==> src/rtl/uart_msg_tx.sv <==
// -----------------------------------------------------------------------------
// uart_msg_tx
//
// Push-button triggered UART message transmitter. A rising edge on the
// (asynchronous) button sends a fixed MSG_LEN-byte message from the MSG
// parameter, framed as 8 data bits LSB first, an optional odd/even parity
// bit and one or two stop bits. The baud rate comes from an internal
// divider. With REPEAT=1 the message loops, with GAP_BITS idle bit-times
// between passes, until abort is raised. Abort always lets the character
// on the line finish, so the receiver never sees a truncated frame.
//
// Parameters
//   CLK_HZ, BAUD  clock and line rate; DIV = round(CLK_HZ/BAUD) must be >= 2
//   MSG_LEN, MSG  message length in bytes (>= 1); byte 0 is MSG's top byte
//   PARITY        0 none, 1 odd, 2 even
//   STOP_BITS     1 or 2
//   REPEAT        0 one pass per press, 1 loop until abort
//   GAP_BITS      idle bit-times between passes when REPEAT=1
//
// Ports
//   clk       system clock
//   rst       synchronous, active-high reset
//   btn       raw push-button, asynchronous to clk
//   abort     stop request (level, synchronous to clk)
//   out_tx    UART line, idle high
//   busy      high from the first start bit until the return to IDLE
//   done      one-clk pulse at the end of the last stop bit of a pass
//   byte_idx  index of the byte currently being framed
// -----------------------------------------------------------------------------
module uart_msg_tx #(
  parameter int                   CLK_HZ    = 25000000,
  parameter int                   BAUD      = 9600,
  parameter int                   MSG_LEN   = 11,
  parameter logic [8*MSG_LEN-1:0] MSG       = 88'h69206C696B652046504741,
  parameter int                   PARITY    = 0,
  parameter int                   STOP_BITS = 1,
  parameter int                   REPEAT    = 0,
  parameter int                   GAP_BITS  = 4,
  localparam int                  IDX_W     = (MSG_LEN > 1) ? $clog2(MSG_LEN) : 1
) (
  input  logic             clk,
  input  logic             rst,
  input  logic             btn,
  input  logic             abort,
  output logic             out_tx,
  output logic             busy,
  output logic             done,
  output logic [IDX_W-1:0] byte_idx
);

  // ---------------------------------------------------------------------------
  // Derived constants
  // ---------------------------------------------------------------------------
  // Rounded divider: every bit lasts exactly DIV clocks.
  localparam int DIV      = (CLK_HZ + BAUD / 2) / BAUD;
  localparam int GAP_CLKS = GAP_BITS * DIV;
  localparam int CNT_MAX  = (GAP_CLKS > DIV) ? GAP_CLKS : DIV;
  localparam int CNT_W    = $clog2(CNT_MAX + 1);
  localparam bit HAS_GAP  = (GAP_BITS > 0);

  localparam logic [CNT_W-1:0] BIT_RELOAD = CNT_W'(DIV - 1);
  localparam logic [CNT_W-1:0] GAP_RELOAD = HAS_GAP ? CNT_W'(GAP_CLKS - 1) : '0;
  localparam logic [2:0]       LAST_STOP  = 3'(STOP_BITS - 1);
  localparam logic [IDX_W-1:0] LAST_IDX   = IDX_W'(MSG_LEN - 1);

  typedef enum logic [2:0] {
    S_IDLE,
    S_START,
    S_DATA,
    S_PARITY,
    S_STOP,
    S_GAP
  } state_e;

  // ---------------------------------------------------------------------------
  // Helpers
  // ---------------------------------------------------------------------------
  // Byte idx of the message; shifting left brings the wanted byte to the top.
  function automatic logic [7:0] msg_byte(input logic [IDX_W-1:0] idx);
    logic [8*MSG_LEN-1:0] m;
    m = MSG << (8 * idx);
    return m[8*MSG_LEN-1 -: 8];
  endfunction

  // Odd parity makes the total count of ones odd, hence the inverted XOR.
  function automatic logic parity_of(input logic [7:0] b);
    return (PARITY == 1) ? ~^b : ^b;
  endfunction

  // ---------------------------------------------------------------------------
  // State
  // ---------------------------------------------------------------------------
  state_e           state_q,     state_d;
  logic [CNT_W-1:0] cnt_q,       cnt_d;
  logic [2:0]       bit_q,       bit_d;
  logic [7:0]       shift_q,     shift_d;
  logic [IDX_W-1:0] byte_idx_q,  byte_idx_d;
  logic             abort_q,     abort_d;
  logic             abort_pre_q, abort_pre_d;   // abort seen outside STOP
  logic             out_tx_q,    out_tx_d;
  logic             busy_q,      busy_d;
  logic             done_q,      done_d;
  logic             s0_q, s1_q, s2_q;

  logic             start;
  logic             tick;
  logic             abort_now;
  logic             last_byte;
  logic             load_start;
  logic [IDX_W-1:0] load_idx;
  logic             go_idle;

  // s0/s1 resynchronise the raw button; s2 is one cycle older for the edge.
  assign start     = s1_q & ~s2_q;
  assign tick      = (cnt_q == '0);
  assign abort_now = abort_q | abort;
  assign last_byte = (MSG_LEN == 1) ? 1'b1 : (byte_idx_q == LAST_IDX);

  // ---------------------------------------------------------------------------
  // Next-state and output logic
  // ---------------------------------------------------------------------------
  always_comb begin
    // NOTE: every variable gets a default here so no path can infer a latch.
    state_d     = state_q;
    cnt_d       = cnt_q;
    bit_d       = bit_q;
    shift_d     = shift_q;
    byte_idx_d  = byte_idx_q;
    abort_d     = abort_q;
    abort_pre_d = abort_pre_q;
    out_tx_d    = out_tx_q;
    busy_d      = busy_q;
    done_d      = 1'b0;
    load_start  = 1'b0;
    load_idx    = '0;
    go_idle     = 1'b0;

    // While busy the bit timer runs and abort is latched until IDLE.
    if (state_q != S_IDLE) begin
      cnt_d   = cnt_q - CNT_W'(1);
      abort_d = abort_now;
      if (abort && (state_q != S_STOP)) begin
        abort_pre_d = 1'b1;
      end
    end

    unique case (state_q)
      S_IDLE: begin
        out_tx_d = 1'b1;
        busy_d   = 1'b0;
        // Abort is not looked at here, so start wins over a same-cycle abort.
        if (start) begin
          load_start  = 1'b1;
          load_idx    = '0;
          abort_d     = 1'b0;
          abort_pre_d = 1'b0;
        end
      end

      S_START: begin
        if (tick) begin
          state_d  = S_DATA;
          cnt_d    = BIT_RELOAD;
          bit_d    = '0;
          out_tx_d = shift_q[0];
        end
      end

      // shift_q[0] is always the bit currently on the line.
      S_DATA: begin
        if (tick) begin
          cnt_d = BIT_RELOAD;
          if (bit_q == 3'd7) begin
            bit_d = '0;
            if (PARITY != 0) begin
              state_d  = S_PARITY;
              out_tx_d = parity_of(msg_byte(byte_idx_q));
            end else begin
              state_d  = S_STOP;
              out_tx_d = 1'b1;
            end
          end else begin
            bit_d    = bit_q + 3'd1;
            shift_d  = {1'b0, shift_q[7:1]};
            out_tx_d = shift_q[1];
          end
        end
      end

      S_PARITY: begin
        if (tick) begin
          state_d  = S_STOP;
          cnt_d    = BIT_RELOAD;
          bit_d    = '0;
          out_tx_d = 1'b1;
        end
      end

      S_STOP: begin
        if (tick) begin
          if (bit_q == LAST_STOP) begin
            if (abort_now) begin
              // An abort that only arrived during the final byte's stop bits
              // still lets that pass count as complete.
              if (last_byte && !abort_pre_q) begin
                done_d = 1'b1;
              end
              go_idle = 1'b1;
            end else if (!last_byte) begin
              load_start = 1'b1;
              load_idx   = byte_idx_q + IDX_W'(1);
            end else begin
              done_d = 1'b1;
              if (REPEAT != 0) begin
                if (HAS_GAP) begin
                  state_d  = S_GAP;
                  cnt_d    = GAP_RELOAD;
                  out_tx_d = 1'b1;
                end else begin
                  load_start = 1'b1;
                  load_idx   = '0;
                end
              end else begin
                go_idle = 1'b1;
              end
            end
          end else begin
            bit_d = bit_q + 3'd1;
            cnt_d = BIT_RELOAD;
          end
        end
      end

      S_GAP: begin
        if (tick) begin
          if (abort_now) begin
            go_idle = 1'b1;
          end else begin
            load_start = 1'b1;
            load_idx   = '0;
          end
        end
      end

      default: go_idle = 1'b1;
    endcase

    // Common START entry: fetch the byte and put the start bit on the line.
    if (load_start) begin
      state_d    = S_START;
      byte_idx_d = load_idx;
      shift_d    = msg_byte(load_idx);
      cnt_d      = BIT_RELOAD;
      bit_d      = '0;
      out_tx_d   = 1'b0;
      busy_d     = 1'b1;
    end

    if (go_idle) begin
      state_d     = S_IDLE;
      byte_idx_d  = '0;
      cnt_d       = '0;
      bit_d       = '0;
      out_tx_d    = 1'b1;
      busy_d      = 1'b0;
      abort_d     = 1'b0;
      abort_pre_d = 1'b0;
    end
  end

  // ---------------------------------------------------------------------------
  // Registers
  // ---------------------------------------------------------------------------
  // NOTE: reset is synchronous, so it is tested inside the clocked block
  // rather than listed in the sensitivity list.
  always_ff @(posedge clk) begin
    if (rst) begin
      // NOTE: sequential state uses non-blocking assignments so every flop
      // samples the pre-edge value of every other flop.
      state_q     <= S_IDLE;
      cnt_q       <= '0;
      bit_q       <= '0;
      shift_q     <= '0;
      byte_idx_q  <= '0;
      abort_q     <= 1'b0;
      abort_pre_q <= 1'b0;
      out_tx_q    <= 1'b1;
      busy_q      <= 1'b0;
      done_q      <= 1'b0;
      s0_q        <= 1'b0;
      s1_q        <= 1'b0;
      s2_q        <= 1'b0;
    end else begin
      state_q     <= state_d;
      cnt_q       <= cnt_d;
      bit_q       <= bit_d;
      shift_q     <= shift_d;
      byte_idx_q  <= byte_idx_d;
      abort_q     <= abort_d;
      abort_pre_q <= abort_pre_d;
      out_tx_q    <= out_tx_d;
      busy_q      <= busy_d;
      done_q      <= done_d;
      s0_q        <= btn;
      s1_q        <= s0_q;
      s2_q        <= s1_q;
    end
  end

  assign out_tx   = out_tx_q;
  assign busy     = busy_q;
  assign done     = done_q;
  assign byte_idx = byte_idx_q;

endmodule

==> config.mk <==
export PLATFORM = sky130hd
export DESIGN_NAME = uart_msg_tx
export DESIGN_NICKNAME = d
export VERILOG_FILES = /design/src/rtl/uart_msg_tx.sv
export SDC_FILE = /design/constraint.sdc
export NUM_CORES = 1
export LEC_CHECK = 0
export ABC_AREA = 1
export CORE_ASPECT_RATIO = 2
export CORE_UTILIZATION = 54
export DETAILED_ROUTE_END_ITERATION = 10
export PLACE_DENSITY = 0.75
export RECOVER_POWER = 25
export SLEW_MARGIN = 20
export SYNTH_ARGS = -nofsm -noshare
export SYNTH_HDL_FRONTEND = slang
export SYNTH_SLANG_ARGS = --single-unit
export TNS_END_PERCENT = 5
==> constraint.sdc <==
create_clock -name clk -period 2.2 [get_ports clk]
set_input_delay 0.22 -clock clk [delete_from_list [all_inputs] [get_ports clk]]
set_output_delay 0.22 -clock clk [all_outputs]
set_load 0.05 [all_outputs]
Word level (Yosys, flattened, before mapping)
Cells that the tools add are included.
{ "op_classes": {"n_reduce_logical": 25, "shift": 1, "n_bitwise": 6, "addsub": 3, "n_mux": 59, "eq_ne": 20} }
{ "ops": {"columns": ["cell", "count"], "rows": [
  ["$shl A87 B7 Y88 const A", 1],
  ["$mux W14", 4],
  ["$mux W8", 4],
  ["$mux W1", 30],
  ["$pmux W14 S2", 1],
  ["$mux W3", 9],
  ["$mux W4", 5],
  ["$pmux W3 S3", 2],
  ["$ne A3 B3 Y1 const B", 5],
  ["$reduce_and A5 Y1", 3],
  ["$logic_not A14 Y1", 1],
  ["$ne A2 B2 Y1 const B", 7],
  ["$sub A14 B1 Y14 const B", 1],
  ["$mux W12", 1],
  ["$eq A3 B3 Y1 const B", 3],
  ["$reduce_bool A3 Y1", 3],
  ["$reduce_or A4 Y1", 2],
  ["$eq A3 B2 Y1 const B", 2],
  ["$logic_not A3 Y1", 2],
  ["$pmux W1 S3", 2],
  ["$reduce_bool A2 Y1", 3],
  ["$reduce_or A3 Y1", 2],
  ["$reduce_bool A5 Y1", 1],
  ["$add A4 B1 Y4 const B", 1],
  ["other kinds (14)", 19]
]} }
{ "word_totals": {"elab_cells": 129, "regBits": 40, "out_inout_bits": 7, "input_bits": 4} }

Longest topological paths before layout
Gate-level depths: netlist of the first run.
{ "logic_depth": {"depth_word": 8, "depth_mapped": 15, "mapped_depth_nobuf": 15} }

Worst setup path before layout of the first run
OpenSTA, ideal clock, no wires.
{ "synth_timing": {"path_type": "reg2reg", "startpoint": "register byte_idx_q[0] (netlist: byte_idx[0])", "endpoint": "register shift_q[1]", "t_required_ns": 2.130, "synth_period_minus_slack_ns": 2.549, "t_arrival_ns": 2.479, "setup_ns": 0.070, "path_stages_with_launch": 15, "n_path_buf": 0, "slack_ns": -0.349, "cell_sequence": "dfxtp_1 > inv_1 > ha_1 > nand2_1 > nor2_1 > nor2_4 > nand2_4 > nor3_1 > inv_1 > ha_1 > nor2_1 > nand2_1 > nand3_1 > nand2_1 > a21oi_1"} }
{ "synth_between": {"elab_chain_cells": 8, "word_cells_on_any_way": 18, "classes_between": "add/sub (1); eq/ne (2); shift (1); mux (11); reduce/logical (3)"} }
{ "synth_rtl": {"columns": ["item", "line_no", "text"], "rows": [
  ["start, declared", "97", "logic [IDX_W-1:0] byte_idx_q, byte_idx_d;"],
  ["start signal, assigned", "298", "byte_idx_q <= byte_idx_d;"],
  ["$add A4 B1 Y4 / $eq A4 B4 Y1 (equally long branches)", "211, 117", null],
  ["$mux W4 (*)", "209", "end else if (!last_byte) begin"],
  ["$mux W4 (*)", "202", "if (abort_now) begin"],
  ["$mux W4 (*)", "201", "if (bit_q == LAST_STOP) begin"],
  ["$mux W4 (*)", "200", "if (tick) begin"],
  ["$mux W4 (*)", null, null],
  ["net load_idx[1]", "110", "logic [IDX_W-1:0] load_idx;"],
  ["$shl A87 B7 Y88 (*)", "81", "m = MSG << (8 * idx);"],
  ["$mux W8 (*)", "249", "if (load_start) begin"],
  ["end signal, assigned", "297", "shift_q <= shift_d;"],
  ["end, declared", "96", "logic [7:0] shift_q, shift_d;"]
]} }
Mark *: on every way through the listed nets, which the timed path passes. The rest lies on a longest branch.
A chain may end at the register's enable or synchronous reset.

Worst setup path after layout of the first run
Ends and elaborated chain as after synthesis.

==> impl_metrics.env, run 1 <==
export IMPL_status="finished, final reports clean"
export IMPL_vias_per_cell=5.21
export IMPL_portBuffers=10
export IMPL_yosysWarnings=0
export IMPL_track_usage_pct=25.7
export IMPL_dr_pass1_iters=4
export IMPL_fin_crit_ns=2.02
export IMPL_wl_met3_um=85
export IMPL_grt_pass1_wl_um=9030
export IMPL_criticalPathCategory="flop to flop"
export IMPL_synth_area_um2=2390
export IMPL_drc=0
export IMPL_antenna_found_initial=0
export IMPL_antenna_cells=0
export IMPL_io_pins=11
export IMPL_die_y_um=96.1
export IMPL_setup_viol=0
export IMPL_ys_flop_type="dfxtp_1"
export IMPL_vdd_drop_max_mv=0.498
export IMPL_ctsHoldBuffers=0
export IMPL_yosys_area_share_simple_pct=36.9
export IMPL_cts_resized=0
export IMPL_synthAdderAreaFrac_pct=6.29
export IMPL_max_freq_ghz=0.495
export IMPL_netlist_area_leader_share_pct=32.7
export IMPL_clk_latency_ns=0.30
export IMPL_gp_congestion=0.884
export IMPL_clock_sinks=39
export IMPL_yosys_area_top_type="dfxtp_1"
export IMPL_htreeDepth=2
export IMPL_hold_ws_ns=0.409
export IMPL_synth_most_common_cell="nand2_1"
export IMPL_synth_top_family_by_area="simple AND/OR/NAND/NOR gates"
export IMPL_synth_cell_type_count=36
export IMPL_cts_setup_buffers=0
export IMPL_critical_path_endpoint_type="flop"
export IMPL_power_density_nw_per_um2=621
export IMPL_power_total_w=0.00172
export IMPL_grt_start_max_net_pins=14
export IMPL_crit_fanout=8
export IMPL_tritoncts="built"
export IMPL_synth_area_top_cells="dfxtp_1 (33%), nand2_1 (9.7%), inv_1 (7.7%), ha_1 (6.3%), nor2_1 (5.8%)"
export IMPL_startpoint_type="flop"
export IMPL_max_slew_margin_pct=65.4
export IMPL_grt_pass1_vias=2142
export IMPL_synth_avg_cell_area_um2=7.28
export IMPL_required_ns=2.43
export IMPL_worst_pin_slew_ns=0.518
export IMPL_ff2ff_setup_slack_ns=0.18
export IMPL_cts_root_buf="clkbuf_8"
export IMPL_setup_tns_ns=0
export IMPL_syn2layout_area_growth_pct=15.9
export IMPL_finalCritPeriodShare_pct=91.9
export IMPL_hold_path_class="flop to flop"
export IMPL_path_clk_slew_ns=0.08
export IMPL_chipWidth_um=49.0
export IMPL_synth_area_mux_share_pct=0
export IMPL_grt_overflow=0
export IMPL_placementRows=33
export IMPL_ys_seq_area_share_pct=32.7
export IMPL_synth_compound_area_share_pct=10.1
export IMPL_wl_met1_um=2000
export IMPL_cts_buffer_depth=2
export IMPL_nets=375
export IMPL_tritoncts_num_buffers=5
export IMPL_wire_per_inst_um=13.7
export IMPL_skew_ns=0.0146
export IMPL_synth_nets=344
export IMPL_postSynth_asyncResetShare_pct=0
export IMPL_drt_total_wl_um=5630
export IMPL_drt_iter0_drc=38
export IMPL_arrival_ns=2.25
export IMPL_p_leak_nw=1.30
export IMPL_die_area_um2=4710
export IMPL_maxCapViolations=0
export IMPL_wl_met2_um=3300
export IMPL_top_layer="met4"
export IMPL_drive_above_1_share_pct=20.1
export IMPL_drv_slew=0
export IMPL_rsz0062_at_grt="true"
export IMPL_num_vias=2143
export IMPL_synth_xor_area_share_pct=3.30
export IMPL_final_hold_violation_count=0
export IMPL_core_um2=4170
export IMPL_netlist_top_cells_count="nand2_1 (62), inv_1 (49), dfxtp_1 (39), nor2_1 (37), a21oi_1 (23)"
export IMPL_ys_seq_elements=39
export IMPL_initial_core_util_pct=57.3
export IMPL_syn_inst=328
export IMPL_antenna_left=0
export IMPL_synth_edf_count=0
export IMPL_hpwl_um=4420
[path summary, 6_finish.rpt]
path                             from                       to  depth (start not counted)
min reg2reg           s0_q$_SDFF_PP0_          s1_q$_SDFF_PP0_                          2
min                   s0_q$_SDFF_PP0_          s1_q$_SDFF_PP0_                          2
max          byte_idx[0]$_SDFFE_PP0P_  shift_q[1]$_SDFFE_PP0P_                         14
max reg2reg  byte_idx[0]$_SDFFE_PP0P_  shift_q[1]$_SDFFE_PP0P_                         14
[logic make-up after synthesis]
group | after synthesis
flops | 39
compound gates | 43
fa+ha+maj | 12
xor+xnor | 9
buf+inv | 60
simple gates | 165
[state kept, by name, summed over array words and instances, names as in the netlist, 3 cells and up]
name,flops
bit_q,3
byte_idx,4
cnt_q,14
state_q,3
shift_q,7
[placed cells by master, fill, tap and decap left out, drive strengths merged, types with 2 or more instances in the layout]
cell type / count
nand2: 74
inv: 56
nor2: 50
dfxtp: 39
nand3: 25
a21oi: 23
buf: 16
o21ai: 14
ha: 12
xor2: 8
nor3: 8
clkbuf: 7
clkdlybuf4s50: 5
dlygate4sd3: 5
nand4: 5
o21bai: 2
nor4: 2
clkinv: 2
[report_power, final]
part           switching [W]  total (W)  leakage (nW)  internal, W
logic               0.000282   0.000450         0.935     0.000168
registers          0.0000284   0.000775         0.319     0.000746
clock network       0.000248   0.000494        0.0470     0.000246
[layer usage]
layer / vias to the layer above / GRT usage (%)
met3: 19 / 3.79
met1: 1007 / 20.6
li1: 1093 / -
met5: - / 0
met2: 24 / 54.2
met4: 0 / 17.9
[layout make-up]
cell class | instances | area [um2]
fillers | 391 | 1400
flip-flops and latches | 39 | 787
multi-input cells | 229 | 1390
inverters | 57 | 214
clock inverters | 1 | 5.00
well taps | 52 | 65.1
clock buffers | 6 | 82.6
repair buffers | 27 | 224
[through the flow]
| stage | cells | setup slack [ns] | area [um2] | utilization, % |
|---|---|---|---|---|
| final | 411 | 0.179 | 2770 | 66.4 |
| after global routing | 411 | -0.0341 | 2770 | 66.4 |
| after CTS | 411 | 0.0842 | 2740 | 65.7 |
| after detailed placement | 404 | 0.0140 | 2650 | 63.6 |
| after global placement | 404 | 0.0388 | 2650 | 63.6 |
| after floorplan | 328 | 0.0132 | 2400 | - |
[worst max-delay path: stages (launching register included)]
cell,delay [ns]
dfxtp_4,0.41
inv_1,0.05
ha_1,0.21
nand2_1,0.08
nor2_2,0.05
nor2_4,0.12
nand2_4,0.07
nor3_2,0.13
inv_1,0.10
ha_1,0.33
nor2_1,0.11
nand2_1,0.05
nand3_1,0.07
nand2_1,0.05
a21oi_1,0.10
Power figures use the tool's default switching activity.
==> run 2: changes to the inputs <==
--- a/config.mk
+++ b/config.mk
@@ -11,7 +11,7 @@
 export DETAILED_ROUTE_END_ITERATION = 10
 export PLACE_DENSITY = 0.75
 export RECOVER_POWER = 25
-export SLEW_MARGIN = 20
+export SLEW_MARGIN = 5
 export SYNTH_ARGS = -nofsm -noshare
 export SYNTH_HDL_FRONTEND = slang
 export SYNTH_SLANG_ARGS = --single-unit
==> constraint.sdc (replaced) <==
create_clock -name clk -period 2.2 [get_ports clk]
set_input_delay 0.44 -clock clk [delete_from_list [all_inputs] [get_ports clk]]
set_output_delay 0.44 -clock clk [all_outputs]
set_load 0.05 [all_outputs]
==> run 2 against run 1 <==
Combinational power grew 1%. Routed wire length is 1.5% higher. Clock-buffer cell count is 1 lower. Critical path type unchanged. Largest cell class unchanged. Largest power group unchanged.
==> impl_metrics.env, run 2 (synthesis gave the netlist of run 1 again) <==
export IMPL_top_register="cnt_q"
export IMPL_io_pins=11
export IMPL_largest_register_ffs=14
export IMPL_power_total_w=0.00183
export IMPL_grt_overflow=0
export IMPL_initial_core_util_pct=57.3
export IMPL_final_cell_mix="nand2_1 (60), inv_1 (49), nor2_1 (36), dfxtp_1 (36), buf_4 (26)"
export IMPL_placementRows=33
export IMPL_vias_per_cell=5.19
export IMPL_startpoint_type="flop"
export IMPL_die_area_um2=4710
export IMPL_nets=386
export IMPL_dr_pass1_iters=4
export IMPL_vdd_drop_max_mv=0.753
export IMPL_critical_path_endpoint_type="flop"
export IMPL_criticalPathCategory="flop to flop"
export IMPL_setup_viol=0
export IMPL_power_density_nw_per_um2=635
export IMPL_syn2layout_area_growth_pct=20.7
export IMPL_wire_per_inst_um=13.5
export IMPL_crit_chain="inv_1 -> ha_1 -> nand2_1 -> nor2_1 -> nor2_4 -> buf_4 -> o21a_1 -> nor2_1 -> nand2_1 -> nand3_1 -> buf_4 -> nor2_2 -> o21ai_1 -> inv_1"
export IMPL_hold_depth=2
export IMPL_path_buf_inv=4
export IMPL_die_y_um=96.1
export IMPL_crit_fanout=10
export IMPL_hpwl_um=4420
export IMPL_final_common_cell="nand2_1"
export IMPL_clk_latency_ns=0.30
export IMPL_required_ns=2.40
export IMPL_drt_iter0_drc=43
export IMPL_tritoncts="built"
export IMPL_clock_sinks=39
export IMPL_skew_ns=0.0119
export IMPL_cts_buffer_depth=2
export IMPL_antenna_cells=0
export IMPL_drc=0
export IMPL_status="finished, final reports clean"
export IMPL_chipWidth_um=49.0
export IMPL_grt_start_max_net_pins=14
export IMPL_drv_slew=0
export IMPL_drt_total_wl_um=5720
export IMPL_htreeDepth=2
export IMPL_num_vias=2194
export IMPL_drive_above_1_share_pct=22.4
export IMPL_max_slew_margin_pct=64.0
export IMPL_hold_path_class="flop to flop"
export IMPL_final_area_um2=2880
export IMPL_worst_pin_slew_ns=0.538
export IMPL_core_um2=4170
export IMPL_place_area_um2=2700
export IMPL_reg2regPathDepth=14
export IMPL_finish_utilization_pct=69.2
export IMPL_final_hold_violation_count=0
export IMPL_antenna_left=0
export IMPL_arrival_ns=2.29
export IMPL_gp_congestion=0.852
export IMPL_rsz0062_at_grt="false"
export IMPL_crit_path_top_delay_cell="dfxtp_4"
export IMPL_maxCapViolations=0
export IMPL_path_clk_slew_ns=0.09
export IMPL_cp_num_cells=14
export IMPL_grt_pass1_vias=2142
export IMPL_crit_family="simple AND/OR/NAND/NOR gates"
export IMPL_track_usage_pct=26.2
export IMPL_fin_crit_ns=2.09
export IMPL_max_stage_delay_ns=0.36
export IMPL_max_freq_ghz=0.478
export IMPL_grt_pass1_wl_um=9220
export IMPL_cts_root_buf="clkbuf_8"
export IMPL_portBuffers=10
export IMPL_p_leak_nw=1.37
export IMPL_finalCritPeriodShare_pct=95.0
export IMPL_tritoncts_num_buffers=5
export IMPL_antenna_found_initial=0
export IMPL_ctsHoldBuffers=0
-- run 2: worst paths after layout --
path	to	start	slack, ns
worst max-delay path	cnt_q[2]$_SDFF_PP0_	byte_idx[0]$_SDFFE_PP0P_	0.11
worst min register to register	s1_q$_SDFF_PP0_	s0_q$_SDFF_PP0_	0.42
worst min-delay path	s1_q$_SDFF_PP0_	s0_q$_SDFF_PP0_	0.42
worst max register to register	cnt_q[2]$_SDFF_PP0_	byte_idx[0]$_SDFFE_PP0P_	0.11
-- run 2: timing repair --
action                                  4_1_cts  5_1_grt
gates resized for setup                       0       11
endpoints found under the setup margin        0        4
buffers inserted                              0        4
endpoints found under the hold margin         0        0
-- run 2: metal layers --
| layer | part of all wire (%) | GRT usage (%) | vias up | wire, um |
|---|---|---|---|---|
| met4 | 5.8 | 17.4 | 0 | 330 |
| met5 | 0 | 0 | - | 0 |
| met3 | 1.9 | 3.32 | 28 | 106 |
| met1 | 36 | 22.1 | 1008 | 2030 |
| li1 | - | - | 1115 | - |
| met2 | 57 | 54.6 | 43 | 3250 |
-- run 2: stage by stage --
step	instances	hold slack, ns	TNS [ns]	worst slack [ns]
6_report	423	0.424	0	0.110
5_1_grt	423	0.457	0	0.0133
4_1_cts	419	0.423	0	0.0389
3_5_place_dp	411	0.410	-2.27	-0.308
3_3_place_gp	411	0.395	-0.785	-0.178
2_1_floorplan	328	0.388	0	0.0132
-- run 2: worst register-to-register path: cells and delay by family (launching register included) --
kind / cells / cell delay (ns)
simple gates: 7 / 0.78
buf+inv: 4 / 0.47
flops: 1 / 0.36
compound gates: 2 / 0.23
fa+ha+maj: 1 / 0.16
-- run 2: final cells by class --
class / count / area [um2]
clock buffer: 5 / 68.8
clock inverter: 3 / 43.8
fill: 348 / 1290
inverter: 57 / 214
multi-input combinational: 229 / 1400
sequential: 39 / 787
tap: 52 / 65.1
timing repair buffer: 38 / 303
-- run 2: power by group --
part / switching (W) / internal, W / total [W]
logic: 0.000287 / 0.000169 / 0.000456
clock network: 0.000264 / 0.000338 / 0.000602
registers: 0.0000287 / 0.000746 / 0.000775
